**src/rtl/sar_capture_pkg.sv**
```systemverilog
// Shared types and constants for the SAR ADC sample-capture block.
// Latency: n/a (types and constants only).
// Backpressure: n/a.
package sar_capture_pkg;

  // Capture FSM: ARMED waits for EOC low so a conversion already in flight
  // when capture is enabled is never taken half-way through.
  typedef enum logic [1:0] {
    IDLE  = 2'd0,
    ARMED = 2'd1,
    RUN   = 2'd2
  } cap_state_e;

  // Number of captured codes folded into one word by the optional averager.
  localparam int AVG_LEN = 4;

endpackage

```
**src/rtl/sar_sync_fifo.sv**
```systemverilog
// Synchronous first-word-fall-through FIFO holding captured ADC codes.
// Latency: a pushed word is visible on o_rdata the cycle after the push edge.
// Backpressure: a push is refused when full unless a pop happens on the same edge.
// Ports:
//   i_clk, i_rst_n      clock, synchronous active-low reset (clears pointers)
//   i_push, i_wdata     write request and data
//   i_pop               read request (ignored when empty)
//   o_rdata             head entry, 0 while empty
//   o_full, o_empty     occupancy flags
//   o_level             current occupancy, 0..DEPTH
module sar_sync_fifo #(
  parameter int WIDTH = 4,
  parameter int DEPTH = 8
) (
  input  logic                     i_clk,
  input  logic                     i_rst_n,
  input  logic                     i_push,
  input  logic [WIDTH-1:0]         i_wdata,
  input  logic                     i_pop,
  output logic [WIDTH-1:0]         o_rdata,
  output logic                     o_full,
  output logic                     o_empty,
  output logic [$clog2(DEPTH):0]   o_level
);

  localparam int AW = $clog2(DEPTH);
  localparam logic [AW:0] PTR_ONE = {{AW{1'b0}}, 1'b1};

  logic [WIDTH-1:0] r_mem [DEPTH];
  logic [AW:0]      r_wr_ptr;
  logic [AW:0]      r_rd_ptr;
  logic             w_pop_en;
  logic             w_push_en;

  // Pointers carry one extra wrap bit: equal pointers mean empty, equal
  // index with differing wrap bit means full.
  assign o_empty   = (r_wr_ptr == r_rd_ptr);
  assign o_full    = (r_wr_ptr[AW] != r_rd_ptr[AW]) &&
                     (r_wr_ptr[AW-1:0] == r_rd_ptr[AW-1:0]);
  assign o_level   = r_wr_ptr - r_rd_ptr;
  assign w_pop_en  = i_pop & ~o_empty;
  // A pop on the same edge frees the slot, so a full FIFO can still accept.
  assign w_push_en = i_push & (~o_full | w_pop_en);
  assign o_rdata   = o_empty ? '0 : r_mem[r_rd_ptr[AW-1:0]];

  always_ff @(posedge i_clk) begin
    if (!i_rst_n) begin
      r_wr_ptr <= '0;
      r_rd_ptr <= '0;
    end else begin
      if (w_push_en) r_wr_ptr <= r_wr_ptr + PTR_ONE;
      if (w_pop_en)  r_rd_ptr <= r_rd_ptr + PTR_ONE;
    end
  end

  // Storage needs no reset: entries are only observable once written.
  always_ff @(posedge i_clk) begin
    if (w_push_en) r_mem[r_wr_ptr[AW-1:0]] <= i_wdata;
  end

endmodule

```
**src/rtl/sar_sample_capture.sv**
```systemverilog
// Captures one SAR ADC code per EOC rising edge into a FIFO and streams it out (optional 4-sample averaging under SAR_CAPTURE_AVG_EN).
// Latency: code appears on m_data/m_valid one cycle after the EOC rising-edge capture.
// Backpressure: m_ready low lets the FIFO fill; a capture arriving when full with no pop is dropped and sets sticky overflow.
// Ports:
//   clk, rst_n               clock, synchronous active-low reset
//   enable                   capture enable (FIFO stays drainable when low)
//   adc_data, adc_eoc        ADC code and end-of-conversion
//   m_data, m_valid, m_ready output stream, transfer on m_valid & m_ready
//   level                    FIFO occupancy
//   overflow, clear_ovf      sticky drop flag and its clear (a new drop wins)
//   sample_count             words accepted into the FIFO since reset, wraps
module sar_sample_capture #(
  parameter int NUM_BITS   = 4,
  parameter int FIFO_DEPTH = 8,
  parameter int CNT_W      = 16
) (
  input  logic                          clk,
  input  logic                          rst_n,
  input  logic                          enable,
  input  logic [NUM_BITS-1:0]           adc_data,
  input  logic                          adc_eoc,
  output logic [NUM_BITS-1:0]           m_data,
  output logic                          m_valid,
  input  logic                          m_ready,
  output logic [$clog2(FIFO_DEPTH):0]   level,
  output logic                          overflow,
  input  logic                          clear_ovf,
  output logic [CNT_W-1:0]              sample_count
);

  import sar_capture_pkg::*;

  logic                r_eoc_q;
  cap_state_e          r_state;
  cap_state_e          w_state_nxt;
  logic                w_rise;
  logic                w_cap;
  logic                w_push_req;
  logic [NUM_BITS-1:0] w_push_dat;
  logic                w_full;
  logic                w_empty;
  logic                w_pop;
  logic                w_drop;
  logic                r_ovf;
  logic [CNT_W-1:0]    r_count;

  // A long EOC pulse yields a single capture: only its rising edge counts.
  assign w_rise = adc_eoc & ~r_eoc_q;
  assign w_cap  = (r_state == RUN) & w_rise;

  always_comb begin
    w_state_nxt = r_state;
    case (r_state)
      IDLE:    if (enable) w_state_nxt = ARMED;
      ARMED: begin
        if (!enable)       w_state_nxt = IDLE;
        else if (!adc_eoc) w_state_nxt = RUN;
      end
      RUN:     if (!enable) w_state_nxt = IDLE;
      default: w_state_nxt = IDLE;
    endcase
  end

`ifdef SAR_CAPTURE_AVG_EN
  logic [NUM_BITS+1:0] r_acc;
  logic [NUM_BITS+1:0] w_sum;
  logic [1:0]          r_avg_cnt;
  logic                w_avg_last;

  // The 4th code is added combinationally so the average is pushed on the
  // same edge it is captured.
  assign w_sum      = r_acc + {2'b00, adc_data};
  assign w_avg_last = (r_avg_cnt == 2'(AVG_LEN - 1));
  assign w_push_req = w_cap & enable & w_avg_last;
  assign w_push_dat = w_sum[NUM_BITS+1:2];

  always_ff @(posedge clk) begin
    if (!rst_n || !enable) begin
      r_acc     <= '0;
      r_avg_cnt <= '0;
    end else if (w_cap) begin
      if (w_avg_last) begin
        r_acc     <= '0;
        r_avg_cnt <= '0;
      end else begin
        r_acc     <= w_sum;
        r_avg_cnt <= r_avg_cnt + 2'd1;
      end
    end
  end
`else
  assign w_push_req = w_cap;
  assign w_push_dat = adc_data;
`endif

  assign m_valid = ~w_empty;
  assign w_pop   = ~w_empty & m_ready;
  assign w_drop  = w_push_req & w_full & ~w_pop;

  sar_sync_fifo #(
    .WIDTH (NUM_BITS),
    .DEPTH (FIFO_DEPTH)
  ) u_fifo (
    .i_clk   (clk),
    .i_rst_n (rst_n),
    .i_push  (w_push_req),
    .i_wdata (w_push_dat),
    .i_pop   (w_pop),
    .o_rdata (m_data),
    .o_full  (w_full),
    .o_empty (w_empty),
    .o_level (level)
  );

  always_ff @(posedge clk) begin
    if (!rst_n) begin
      r_eoc_q <= 1'b0;
      r_state <= IDLE;
      r_ovf   <= 1'b0;
      r_count <= '0;
    end else begin
      r_eoc_q <= adc_eoc;
      r_state <= w_state_nxt;
      // A drop on the same edge as a clear keeps the flag set.
      if (w_drop)         r_ovf <= 1'b1;
      else if (clear_ovf) r_ovf <= 1'b0;
      if (w_push_req && !w_drop) r_count <= r_count + CNT_W'(1);
    end
  end

  assign overflow     = r_ovf;
  assign sample_count = r_count;

endmodule

```
**config.mk**
```make
export PLATFORM = sky130hd
export DESIGN_NAME = sar_sample_capture
export DESIGN_NICKNAME = d
export VERILOG_FILES = /design/src/rtl/sar_capture_pkg.sv /design/src/rtl/sar_sync_fifo.sv /design/src/rtl/sar_sample_capture.sv
export SDC_FILE = /design/constraint.sdc
export NUM_CORES = 1
export LEC_CHECK = 0
export ABC_AREA = 0
export CAP_MARGIN = 20
export CORE_MARGIN = 2
export CORE_UTILIZATION = 57
export CTS_BUF_LIST = sky130_fd_sc_hd__clkbuf_4
export CTS_CLUSTER_DIAMETER = 150
export DETAILED_ROUTE_END_ITERATION = 6
export PLACE_DENSITY = 0.92
export SYNTH_ARGS = -nofsm -noshare
export SYNTH_HDL_FRONTEND = slang
export SYNTH_SLANG_ARGS = --single-unit
```
**constraint.sdc**
```tcl
create_clock -name clk -period 2.8 [get_ports clk]
set_input_delay 0.56 -clock clk [delete_from_list [all_inputs] [get_ports clk]]
set_output_delay 0.56 -clock clk [all_outputs]
set_load 0.01 [all_outputs]
```
# Word-level counts from Yosys, hierarchy flattened

Memory sizes are Yosys's and may differ from the RTL's. A register that Yosys moved wholly into a read port is not among the register bits.
Index checks and enable logic that the tools add are counted.

Add/subtract/negate cells: 4
Eq/ne operators: 8
Multiplexer cells: 12
Bitwise operators: 12
Reductions and logical operators: 6

Operators with widths:

| kind                                                                   | count |
|---|---|
| 16-bit by 1-bit adder with 16-bit output (second input constant)       | 1 |
| 4-bit by 1-bit adder with 4-bit output (second input constant)         | 2 |
| 2-bit 2-to-1 mux                                                       | 4 |
| 1-bit bitwise AND                                                      | 7 |
| 3-bit 2-to-1 mux                                                       | 2 |
| 2-bit case mux with 3 select lines                                     | 1 |
| 4-bit equality test                                                    | 1 |
| 1-bit 2-to-1 mux                                                       | 4 |
| 4-bit 2-to-1 mux                                                       | 1 |
| 2-bit != test (second input constant)                                  | 2 |
| 1-bit inverter                                                         | 4 |
| 4-bit subtractor                                                       | 1 |
| 3-bit equality test                                                    | 1 |
| 3-bit != test (second input constant)                                  | 1 |
| 3-bit AND reduction                                                    | 1 |
| 2-bit by 1-bit equality test with 1-bit output (second input constant) | 1 |
| 2-bit equality test (second input constant)                            | 1 |
| 1-bit logical AND                                                      | 2 |
| 2-bit zero test                                                        | 1 |
| 2-bit nonzero test                                                     | 1 |
| 1-bit zero test                                                        | 1 |
| 1-bit != test                                                          | 1 |
| 1-bit bitwise OR                                                       | 1 |

Flip-flop bits (word level): 28
Bits in writable memories: 32
Output and inout bits: 26
Logic and storage cells: 49
Memories: 1

Memory list:

| name         | depth | width | rd ports | clocked after Yosys merged registers in | write ports | RTL line            | source |
|---|---|---|---|---|---|---|---|
| u_fifo.r_mem | 8     | 4     | 1        | 1                                       | 1           | sar_sync_fifo.sv:29 | `logic [WIDTH-1:0] r_mem [DEPTH];` |

# Logic depth before layout (Yosys ltp)

Word-level depth: 8
Depth in mapped cells: 6
Depth with buffers taken out: 6

# By module

Synthesis repeated with hierarchy kept, for this count alone.

Cells, all modules: 225
Area, all modules: 2803.9 µm²

By module, submodules not included:

| module             | times used | cells an instance | area an instance (µm²) | seq. area each (µm²) |
|---|---|---|---|---|
| sar_sync_fifo      | 1          | 123               | 1861.8                 | 1181.1 |
| sar_sample_capture | 1          | 102               | 942.2                  | 400.4 |

# Least setup slack after synthesis

OpenSTA, ideal clock, no wires.

Path type: reg-to-reg
Start point: reg u_fifo.r_wr_ptr[0]
End point: mem u_fifo.r_mem[0][0], enable pin
Setup time: 0.377 ns
Arrival time: 1.775 ns
Required time: 2.423 ns
Slack: 0.648 ns
Stages on the path, launching flop included: 6
Path buffers: 0
Path through: dfxtp_1 inv_1 ha_1 nand4b_1 o21ai_2 nor4_1

Word-level cells in the longest chain between the ends: 8
Elaborated cells on any way between the ends: 11
Classes of those cells: eq/ne: 2; mux: 2; bitwise: 6; reduce/logical: 1

Ends and longest elaborated chain:

| item                                   | RTL line                                      | source |
|---|---|---|
| start: declaration                     | sar_sync_fifo.sv:30                           | `logic [AW:0] r_wr_ptr;` |
| start signal: assignment               | sar_sync_fifo.sv:51                           | `if (w_push_en) r_wr_ptr <= r_wr_ptr + PTR_ONE;` |
| 4-bit equality test                    | sar_sync_fifo.sv:37                           | `assign o_empty = (r_wr_ptr == r_rd_ptr);` |
| 1-bit inverter                         | sar_sync_fifo.sv:41, sar_sample_capture.sv:97 |  |
| 1-bit bitwise AND                      | sar_sample_capture.sv:97                      | `assign w_pop = ~w_empty & m_ready;` |
| 1-bit bitwise AND                      | sar_sync_fifo.sv:41                           | `assign w_pop_en = i_pop & ~o_empty;` |
| 1-bit bitwise OR                       | sar_sync_fifo.sv:43                           | `assign w_push_en = i_push & (~o_full \| w_pop_en);` |
| 1-bit bitwise AND                      | sar_sync_fifo.sv:43                           |  |
| 1-bit 2-to-1 mux                       | sar_sync_fifo.sv:58                           | `if (w_push_en) r_mem[r_wr_ptr[AW-1:0]] <= i_wdata;` |
| 1-bit 2-to-1 mux (not written as such) | sar_sync_fifo.sv:58                           |  |
| end: declaration                       | sar_sync_fifo.sv:29                           |  |

Parallel ways exist; a longest one is shown, timed or not.

# Worst setup path after layout

Start point: reg u_fifo.r_wr_ptr[0]
End point: out level[1]

Word-level cells in the longest chain between the ends: 1

Ends and longest elaborated chain:

| item             | RTL line                 | source |
|---|---|---|
| 4-bit subtractor | sar_sync_fifo.sv:40      | `assign o_level = r_wr_ptr - r_rd_ptr;` |
| end: declaration | sar_sample_capture.sv:25 | `output logic [$clog2(FIFO_DEPTH):0] level,` |

Every way passes these cells.

==> results.toml <==
[synthesis]
synthCells = 221
synth-main-ff-cell = "edfxtp_1"
ys_ff_latch = 63
avgSynthCellArea_um2 = 12.4
yosys_warnings = 0
synth_cell_types = 37
synthArstFlopShare_pct = 0
syn_area_um2 = 2740
synth_nets = 238
seq_area_frac_synth_pct = 57.8
synth_edf_count = 32

[critical_path]
cpPeakStageDelay_ns = 0.52
crit_chain = "inv_1 -> ha_1 -> fa_1 -> inv_1 -> clkdlybuf4s50_1"
worst-path-max-fanout = 7
reg2regPathDepth = 7
r2r-start = "u_fifo.r_wr_ptr[0]"
worstSetupStartpointType = "register"
r2r_slack_ns = 0.65
end_kind = "output port"
cp.required_ns = 2.24
criticalPathCategory = "reg -> out"
worst_path_most_repeated_cell = "inv_1"
r2r_end = "sample_count[13]"
arrival_ns = 2.14
slowest_stage = "clkdlybuf4s50_1"

[placed_design]
gp_congestion = 0.767
dpl_cell_area_um2 = 3180
port_buffers = 35
hpwl_um = 3900
pre_cts_slack_ns = 0.196

[clock_network]
numClockSinks = 63
root_buffer = "clkbuf_4"
post_cts_resize_count = 6
clk_pin_slew_worst_paths_ns = 0.09
ctsHoldBuffers = 0
cts_buffer_depth = 2
ctsHtreeMaxLevel = 3
clkLatencyLatePin_ns = 0.40
numCtsBuffers = 9
cts_tree = "done"
post-cts-setup-buffers = 0

[floorplan]
rows = 25
die_h_um = 73.3
initial_core_util_pct = 58.7
die_x_um = 73.3
dieArea_um2 = 5370
core_um2 = 4660
io_pins = 36

[route]
via_per_inst = 5.87
firstDrtPassIters = 4
wl_per_cell_um = 16.4
drcViolationCount = 0
ant_nets = 0
wl_um = 5380
drt_iter0_markers = 218
vias = 1920

[pwr]
ir_drop_mv = 0.254
leakagePower_uw = 0.00114
cellPowerDensity_nw_per_um2 = 463
p_total_uw = 1530

[sta]
max_freq_mhz = 370
worst_slack_ns = 0.0973
setup_viol = 0
hold_ws_ns = 0.473
finalCritPeriodShare_pct = 96.5
finalMaxSlewViolations = 0
period_minus_slack_ns = 2.70
hold_violations = 0
finClkSkew_ns = 0.00750
setup_tns_ns = 0
rsz0062_at_grt = "no"
max-slew-margin-rel_pct = 58.8
worst_pin_slew_ns = 0.614

[cells_and_area]
drive_gt1_share_pct = 14.3
final.fill_count = 318
n_antenna_cell = 0
design_area_um2 = 3300
finalNetCount = 285
syn_to_final_growth_pct = 20.7

[min_path]
hold_path_end = "r_state[0]"
min_path_type = "reg -> reg"
min_from = "r_state[1]"
min_path_cells = 1

[global_routing]
grt_max_degree = 13
grt_pass1_wl_um = 8490
grt_pass1_vias = 1824
groute.usage.overall_pct = 21.6
antenna_found_initial = 0
gr-total-overflow = 0

[job]
max_cap_violations = 0

[status]
status = "finished, final reports clean"
## state kept, by name, summed over array words and instances (netlist names), named ones only
signal,cells
u_fifo.r_mem,32
sample_count,16
u_fifo.r_rd_ptr,4
u_fifo.r_wr_ptr,4
r_state,2
overflow,1
r_eoc_q,1
## layout by cell type, fill, tap and decap left out, drive strengths merged, types with 7 or more instances in the layout
| cell type | count |
|---|---|
| clkdlybuf4s50 | 33 |
| edfxtp | 32 |
| dfxtp | 31 |
| nor2 | 20 |
| a21oi | 13 |
| clkbuf | 11 |
| nand2 | 10 |
| o211ai | 9 |
| o21ai | 9 |
| inv | 8 |
| mux4 | 8 |
| xor2 | 7 |
| nand3 | 7 |
| mux2i | 7 |
| or3 | 7 |
| buf | 7 |
## critical path, delay by kind of cell (launching register included)
family | cells | cell delay, ns
DFF | 1 | 0.39
adders and majority gates | 2 | 0.66
buffers and inverters | 3 | 0.69
## power by group
part	total (uW)	internal, uW	leakage, uW	switching, uW
sequential	972	970	0.000540	2.06
clock	499	194	0.0000617	305
combinational	56.6	27.0	0.000540	29.6
total	1530	1190	0.00114	337
## kinds of logic (layout without fill, tap and decap cells)
logic type | after synthesis | after routing | synth area share [%]
buffers and inverters | 15 | 67 | 2.15
muxes | 15 | 15 | 9.15
and+or+nand+nor | 73 | 73 | 14.1
AOI/OAI and AO/OA | 36 | 36 | 8.78
xor gates and xnor gates | 12 | 12 | 4.53
DFF | 63 | 63 | 57.8
adders and majority gates | 7 | 7 | 3.48
## metrics by stage
step           cells  utilization [%]
2_1_floorplan    221                -
3_3_place_gp     311             68.2
3_5_place_dp     311             68.2
4_1_cts          327             70.6
5_1_grt          327             70.8
6_report         327             70.8
## metal layers
| metal | global-route usage (%) | vias up | routed length (um) |
|---|---|---|---|
| met5 | 0 | - | 0 |
| li1 | - | 930 | - |
| met1 | 25.2 | 926 | 2180 |
| met2 | 37.4 | 57 | 2860 |
| met4 | 8.44 | 0 | 71 |
| met3 | 6.31 | 7 | 267 |
## final cells by class
| type | count | area [um2] | area share (%) |
|---|---|---|---|
| Clock inverter | 5 | 25.0 | 0.758 |
| Sequential cell | 63 | 1590 | 48.0 |
| Multi-Input combinational cell | 143 | 1100 | 33.4 |
| Timing Repair Buffer | 42 | 404 | 12.2 |
| Clock buffer | 11 | 82.6 | 2.50 |
| Inverter | 9 | 33.8 | 1.02 |
| Tap cell | 54 | 67.6 | 2.05 |
## how the worst max path moves through the flow
stage                        from                  to  slack, ns  cells past startpoint
2_1_floorplan  u_fifo.r_wr_ptr[0]  u_fifo.r_mem[0][0]       0.65                      5
3_3_place_gp              adc_eoc  u_fifo.r_mem[4][3]       0.32                      4
3_5_place_dp              adc_eoc  u_fifo.r_mem[5][1]       0.20                      4
4_1_cts                  register           m_data[2]       0.05                      5
5_1_grt        u_fifo.r_wr_ptr[0]            level[1]       0.01                      5
6_report       u_fifo.r_wr_ptr[0]            level[1]        0.1                      5
## cells in the mapped netlist, types with 2 or more instances
master | count | share of area [%]
nand2b_1 | 2 | 0.46
mux4_2 | 8 | 6.6
and2_1 | 4 | 0.91
dfxtp_1 | 31 | 23
nand2_1 | 10 | 1.4
clkbuf_1 | 4 | 0.55
nor3_1 | 5 | 0.91
inv_1 | 8 | 1.1
xor2_1 | 7 | 2.2
a21oi_1 | 13 | 2.4
nor2b_1 | 2 | 0.46
o31ai_1 | 3 | 0.82
nor4_1 | 3 | 0.69
mux2i_1 | 7 | 2.6
o21ai_0 | 7 | 1.3
or3_1 | 7 | 1.6
nor2_1 | 20 | 2.7
nand3_1 | 7 | 1.3
and3_1 | 2 | 0.46
or4_1 | 6 | 1.6
nand4_1 | 2 | 0.46
xnor2_1 | 4 | 1.3
buf_2 | 2 | 0.37
ha_1 | 6 | 2.7
edfxtp_1 | 32 | 35
o211ai_1 | 8 | 2.2
Power figures use the tool's default switching activity.
==> patch 1 (same settings) <==
Add a define of `SAR_CAPTURE_AVG_EN`.
--- a/src/rtl/sar_sample_capture.sv
+++ b/src/rtl/sar_sample_capture.sv
@@ -9,6 +9,8 @@
 //   level                    FIFO occupancy
 //   overflow, clear_ovf      sticky drop flag and its clear (a new drop wins)
 //   sample_count             words accepted into the FIFO since reset, wraps
+`define SAR_CAPTURE_AVG_EN
+
 module sar_sample_capture #(
   parameter int NUM_BITS   = 4,
   parameter int FIFO_DEPTH = 8,
Behaviour: not the same (a bounded check fails within 4 cycles, from zero or initial values and one cycle with rst_n low).
==> patch 1 against the unedited design <==
Final cell count is 28% higher. Synthesized cell count up 32%. Setup slack improved by 0.015 ns. Register-to-register slack got worse by 0.09 ns. Maximum frequency rose by 0.55%. Sequential cell count is 8 higher. Clock skew grew 0.0088 ns. Critical path depth is the same. Design area grew 22%. Routed wire length is 27% higher. Synthesized area is 21% higher. Power is 28% higher. Largest cell class unchanged.
==> patch 1: results <==
setup_path:
  r2r-end: "sample_count[10]$_SDFFE_PN0P_"
  crit_fanout: 8
  reg2reg_slack_ns: 0.56
  r2r.worst_path.cells: 6
detailed_routing:
  route.vias.total: 2428
  postRouteWirelength_um: 6850
logic_synthesis:
  synth_compound_gate_area_share_pct: 9.90
  yosysSeqAreaShare_pct: 52.8
  synth_area_leaders: "edfxtp_1 29%, dfxtp_1 24%, mux4_2 5.5%"
  ys_top_cells_by_count: "39 x dfxtp_1, 32 x edfxtp_1, 26 x a21oi_1, 18 x nor2_1, 17 x inv_1"
  synth_adder_area_share_pct: 5.38
  synth_cell_types: 40
  synthXorXnorAreaFrac_pct: 2.92
cts:
  clock_latency_ns: 0.43
  post_cts_resized: 10
cells_and_area:
  drive_above_1_share_pct: 15.1
  nets: 363
min_path:
  hold_path_depth: 2
  hp-start: "r_acc[3]$_SDFFE_PP0N_"
global_routing:
  grt_use_total_pct: 24.6
  first_global_vias: 2488
  grt_max_degree: 23
sta:
  worst_pin_slew_ns: 0.582
  fin_skew_ns: 0.0163
placement:
  place_hpwl_um: 4850
run_status:
  status: "finished, final reports clean"
power:
  p_leak_nw: 1.46
  ir_drop_mv: 0.323
patch 1: cell count changes in the layout (fill, tap and decap cells not counted), moves of 5 or more:
cell,delta
inv_1,+8
buf_4,+7
o31ai_1,+5
a21oi_1,+13
nand2_1,+6
dfxtp_1,+8
or4_1,+5
o211ai_1,-5
patch 1: logic make-up (layout without fill, tap and decap cells):
logic type | after synthesis | after routing
AND/OR/NAND/NOR | 96 | 96
flip-flops | 71 | 71
AO/OA/AOI/OAI | 53 | 53
buffers and inverters | 28 | 82
multiplexers | 19 | 19
adder cells (fa/ha/maj) | 13 | 13
XOR/XNOR | 11 | 11
patch 1: final cells by class:
cell class / count / area (sq um) / share of cell area [%]
Clock buffer: 9 / 67.6 / 1.68
Clock inverter: 7 / 121 / 3.02
Inverter: 17 / 63.8 / 1.59
Multi-Input combinational cell: 192 / 1460 / 36.3
Sequential cell: 71 / 1750 / 43.6
Tap cell: 72 / 90.1 / 2.24
Timing Repair Buffer: 49 / 464 / 11.6
patch 1: worst max path at each step:
stage	startpoint	end	slack [ns]	depth (start not counted)
finish	flip-flop	m_data[0]	0.11	5
CTS	u_fifo.r_wr_ptr[0]$_SDFFE_PN0P_	level[1]	0.003	5
global placement	adc_data[0]	u_fifo.r_mem[4][2]$_DFFE_PP_	0.25	6
floorplan	u_fifo.r_wr_ptr[0]$_SDFFE_PN0P_	u_fifo.r_mem[0][0]$_DFFE_PP_	0.64	6
detailed placement	adc_eoc	sample_count[7]$_SDFFE_PN0P_	0.21	6
global route	flip-flop	m_data[0]	0.004	5
patch 1: stage by stage:
stage | cells | setup slack, ns | utilization, % | cell area [sq um] | hold WS, ns
2_1_floorplan | 291 | 0.636 | - | 3300 | 0.436
3_3_place_gp | 401 | 0.249 | 68.5 | 3790 | 0.443
3_5_place_dp | 401 | 0.210 | 68.5 | 3790 | 0.449
4_1_cts | 417 | 0.00301 | 72.2 | 4000 | 0.465
5_1_grt | 417 | 0.00357 | 72.5 | 4020 | 0.486
6_report | 417 | 0.112 | 72.5 | 4020 | 0.464
patch 1: power by group:
group	internal, mW	switching, mW	total [mW]	leakage [nW]
clock network	0.455	0.368	0.822	0.100
logic	0.0226	0.0264	0.0490	0.748
registers	1.08	0.00178	1.08	0.610
total	1.55	0.396	1.95	1.46
patch 1: worst reg2reg max path: cells and delay by family, from the launching register on:
kind	cells	cell delay, ns
buf+inv	1	0.07
compound gates	2	0.58
fa+ha+maj	1	0.38
simple gates	2	0.78
flops	1	0.36
patch 1: routing by layer:
layer	vias to the layer above	global-route usage (%)	share of wire, %
met1	1159	28.3	40
met3	16	6.29	4.9
met2	63	43.1	53
met4	0	11.2	2.6
li1	1190	-	-
met5	-	0	0
==> patch 2 (same flow settings) <==
Made on the original files. Re-encode `cap_state_e` (3 states) as one-hot, 3 bits wide.
--- a/src/rtl/sar_capture_pkg.sv
+++ b/src/rtl/sar_capture_pkg.sv
@@ -5,10 +5,10 @@
 
   // Capture FSM: ARMED waits for EOC low so a conversion already in flight
   // when capture is enabled is never taken half-way through.
-  typedef enum logic [1:0] {
-    IDLE  = 2'd0,
-    ARMED = 2'd1,
-    RUN   = 2'd2
+  typedef enum logic [2:0] {
+    IDLE  = 3'b001,
+    ARMED = 3'b010,
+    RUN   = 3'b100
   } cap_state_e;
 
   // Number of captured codes folded into one word by the optional averager.
Behaviour: same outputs for any inputs over 10 cycles, from zero or initial values and one cycle with rst_n low; not proved beyond that.
==> patch 2 against the unedited design <==
Synthesized cell count grew 8.1%. Routed wire length grew 5.4%. Design area grew 5.6%. Global-route usage grew 1.4 points. Power grew 11%. Sequential cell count grew 1. Register-to-register slack gained 0.04 ns. Highest routed layer unchanged. Synthesized area grew 3.7%. Count of clock-buffer cells in the layout shrank 2. Critical path type unchanged. Sequential power grew 2%. Critical path depth is the same. Clock power grew 35%. Sequential share of layout area shrank 1.9 points. Setup slack gained 0.036 ns.
==> patch 2: results <==
run_status:
  status: "finished, final reports clean"
cells_and_area:
  nets: 302
  largest_reg_flops: 32
  fillCellCount: 361
  drive_above_1_share_pct: 15.2
  num_antenna_cells: 0
placement:
  io_buffer_count: 35
  gp_congestion: 0.833
  place_hpwl_um: 4000
logic_synthesis:
  synth_edf_count: 32
  ys.flop_type: "edfxtp_1"
  yosys_warnings: 0
  ys_top_cells_by_count: "32 x dfxtp_1, 32 x edfxtp_1, 17 x a21oi_1, 17 x nor2_1, 14 x inv_1"
  synth_cell_types: 41
  synth_nets: 256
  synth_area_leaders: "edfxtp_1 34%, dfxtp_1 23%, mux4_2 6.4%"
  yosysSeqAreaShare_pct: 56.5
  async_flop_share_pct: 0
detailed_routing:
  wl_per_cell_um: 15.9
  drt_iter0_markers: 96
  route.vias.total: 2043
  drt_pass1_iterations: 4
setup_path:
  cp.arrival_ns: 2.11
  reg2reg_from: "u_fifo.r_wr_ptr[0]$_SDFFE_PN0P_"
  r2r-end: "sample_count[9]$_SDFFE_PN0P_"
  reg2reg_slack_ns: 0.69
  crit_fanout: 8
  r2r.worst_path.cells: 6
cts:
  clk_pin_slew_ns: 0.11
  clockRootBuffer: "clkbuf_4"
  clock_latency_ns: 0.41
  htreeDepth: 3
  cts_made_buffers: 9
  cts_buffer_depth: 2
global_routing:
  grt_max_degree: 18
  grt_use_total_pct: 23.0
  grt_pass1_wl_um: 9340
  antenna_found_initial: 0
  first_global_vias: 2019
sta:
  slew_headroom_pct: 46.2
  fin_skew_ns: 0.0153
min_path:
  hp-start: "overflow$_SDFFE_PN0P_"
  whs_endpoint: "overflow$_SDFFE_PN0P_"
  hold_class: "flip-flop to flip-flop"
  hold_path_depth: 2
power:
  p_switching_uw: 346
  ir_drop_mv: 0.288
  p_leak_nw: 1.22
patch 2: cell types whose count changed in the layout (fill, tap and decap cells not counted), moves of 3 or more:
cell       change
xor2_1         -4
nor2_1         -3
and2_1         -3
o31ai_1        +3
a21oi_1        +4
inv_1          +6
o211ai_1       -5
o2111ai_1      +3
buf_4          +4
patch 2: kinds of logic after synthesis:
kind of cell,synth area share [%]
XOR/XNOR,3.35
AND/OR/NAND/NOR,14.6
AO/OA/AOI/OAI,9.53
multiplexers,9.18
adder cells (fa/ha/maj),3.35
buffers and inverters,3.48
flip-flops,56.5
patch 2: power groups by stage:
stage / combinational [mW] / sequential (mW) / clock (mW)
global route: 0.0433 / 0.989 / 0.721
global placement: 0.0380 / 1.01 / 0
floorplan: 0.0168 / 1.01 / 0
CTS: 0.0394 / 0.988 / 0.685
finish: 0.0395 / 0.988 / 0.675
detailed placement: 0.0391 / 1.01 / 0
patch 2: area by class of cell:
cell class              count  share of cell area, %
repair buffers             46                   12.6
clock buffers               9                   1.94
multi-input cells         150                   32.9
flip-flops and latches     64                   46.2
well taps                  67                   2.40
inverters                  14                   1.51
clock inverters             7                   2.48
patch 2: what timing repair did:
action / 4_1_cts / 5_1_grt
setup buffers: 0 / 0
setup endpoints to repair: 8 / 6
resized for setup: 6 / 7
pin swaps: 0 / 0
gates cloned: 0 / 0
patch 2: how the worst max path moves through the flow:
stage	start	cells past startpoint	slack [ns]	endpoint
finish	flip-flop	5	0.13	m_data[2]
global route	flip-flop	5	-0.01	m_data[2]
detailed placement	u_fifo.r_wr_ptr[0]$_SDFFE_PN0P_	5	0.30	level[2]
floorplan	u_fifo.r_wr_ptr[0]$_SDFFE_PN0P_	7	0.67	sample_count[2]$_SDFFE_PN0P_
global placement	u_fifo.r_wr_ptr[0]$_SDFFE_PN0P_	5	0.34	level[2]
CTS	flip-flop	5	0.02	m_data[1]
patch 2: metal layers:
metal | GRT usage [%] | up-vias | part of all wire [%]
li1 | - | 999 | -
met1 | 27.9 | 983 | 43
met3 | 6.10 | 9 | 4.3
met4 | 9.13 | 0 | 1.7
met2 | 39.2 | 52 | 51
met5 | 0 | - | 0
patch 2: metrics by stage:
step,std cells,setup WS [ns],area [sq um],hold slack [ns]
5_1_grt,357,-0.0126,3490,0.517
2_1_floorplan,239,0.670,2840,0.493
3_5_place_dp,341,0.298,3310,0.466
3_3_place_gp,341,0.338,3310,0.460
4_1_cts,357,0.0206,3460,0.490
6_report,357,0.133,3490,0.484
patch 2: worst max-delay path, stage by stage (launching register included):
cell and delay [ns]:
dfxtp_1 0.34, buf_6 0.16, mux4_2 0.52, mux2i_1 0.16
nor2_1 0.05, clkdlybuf4s50_1 0.47
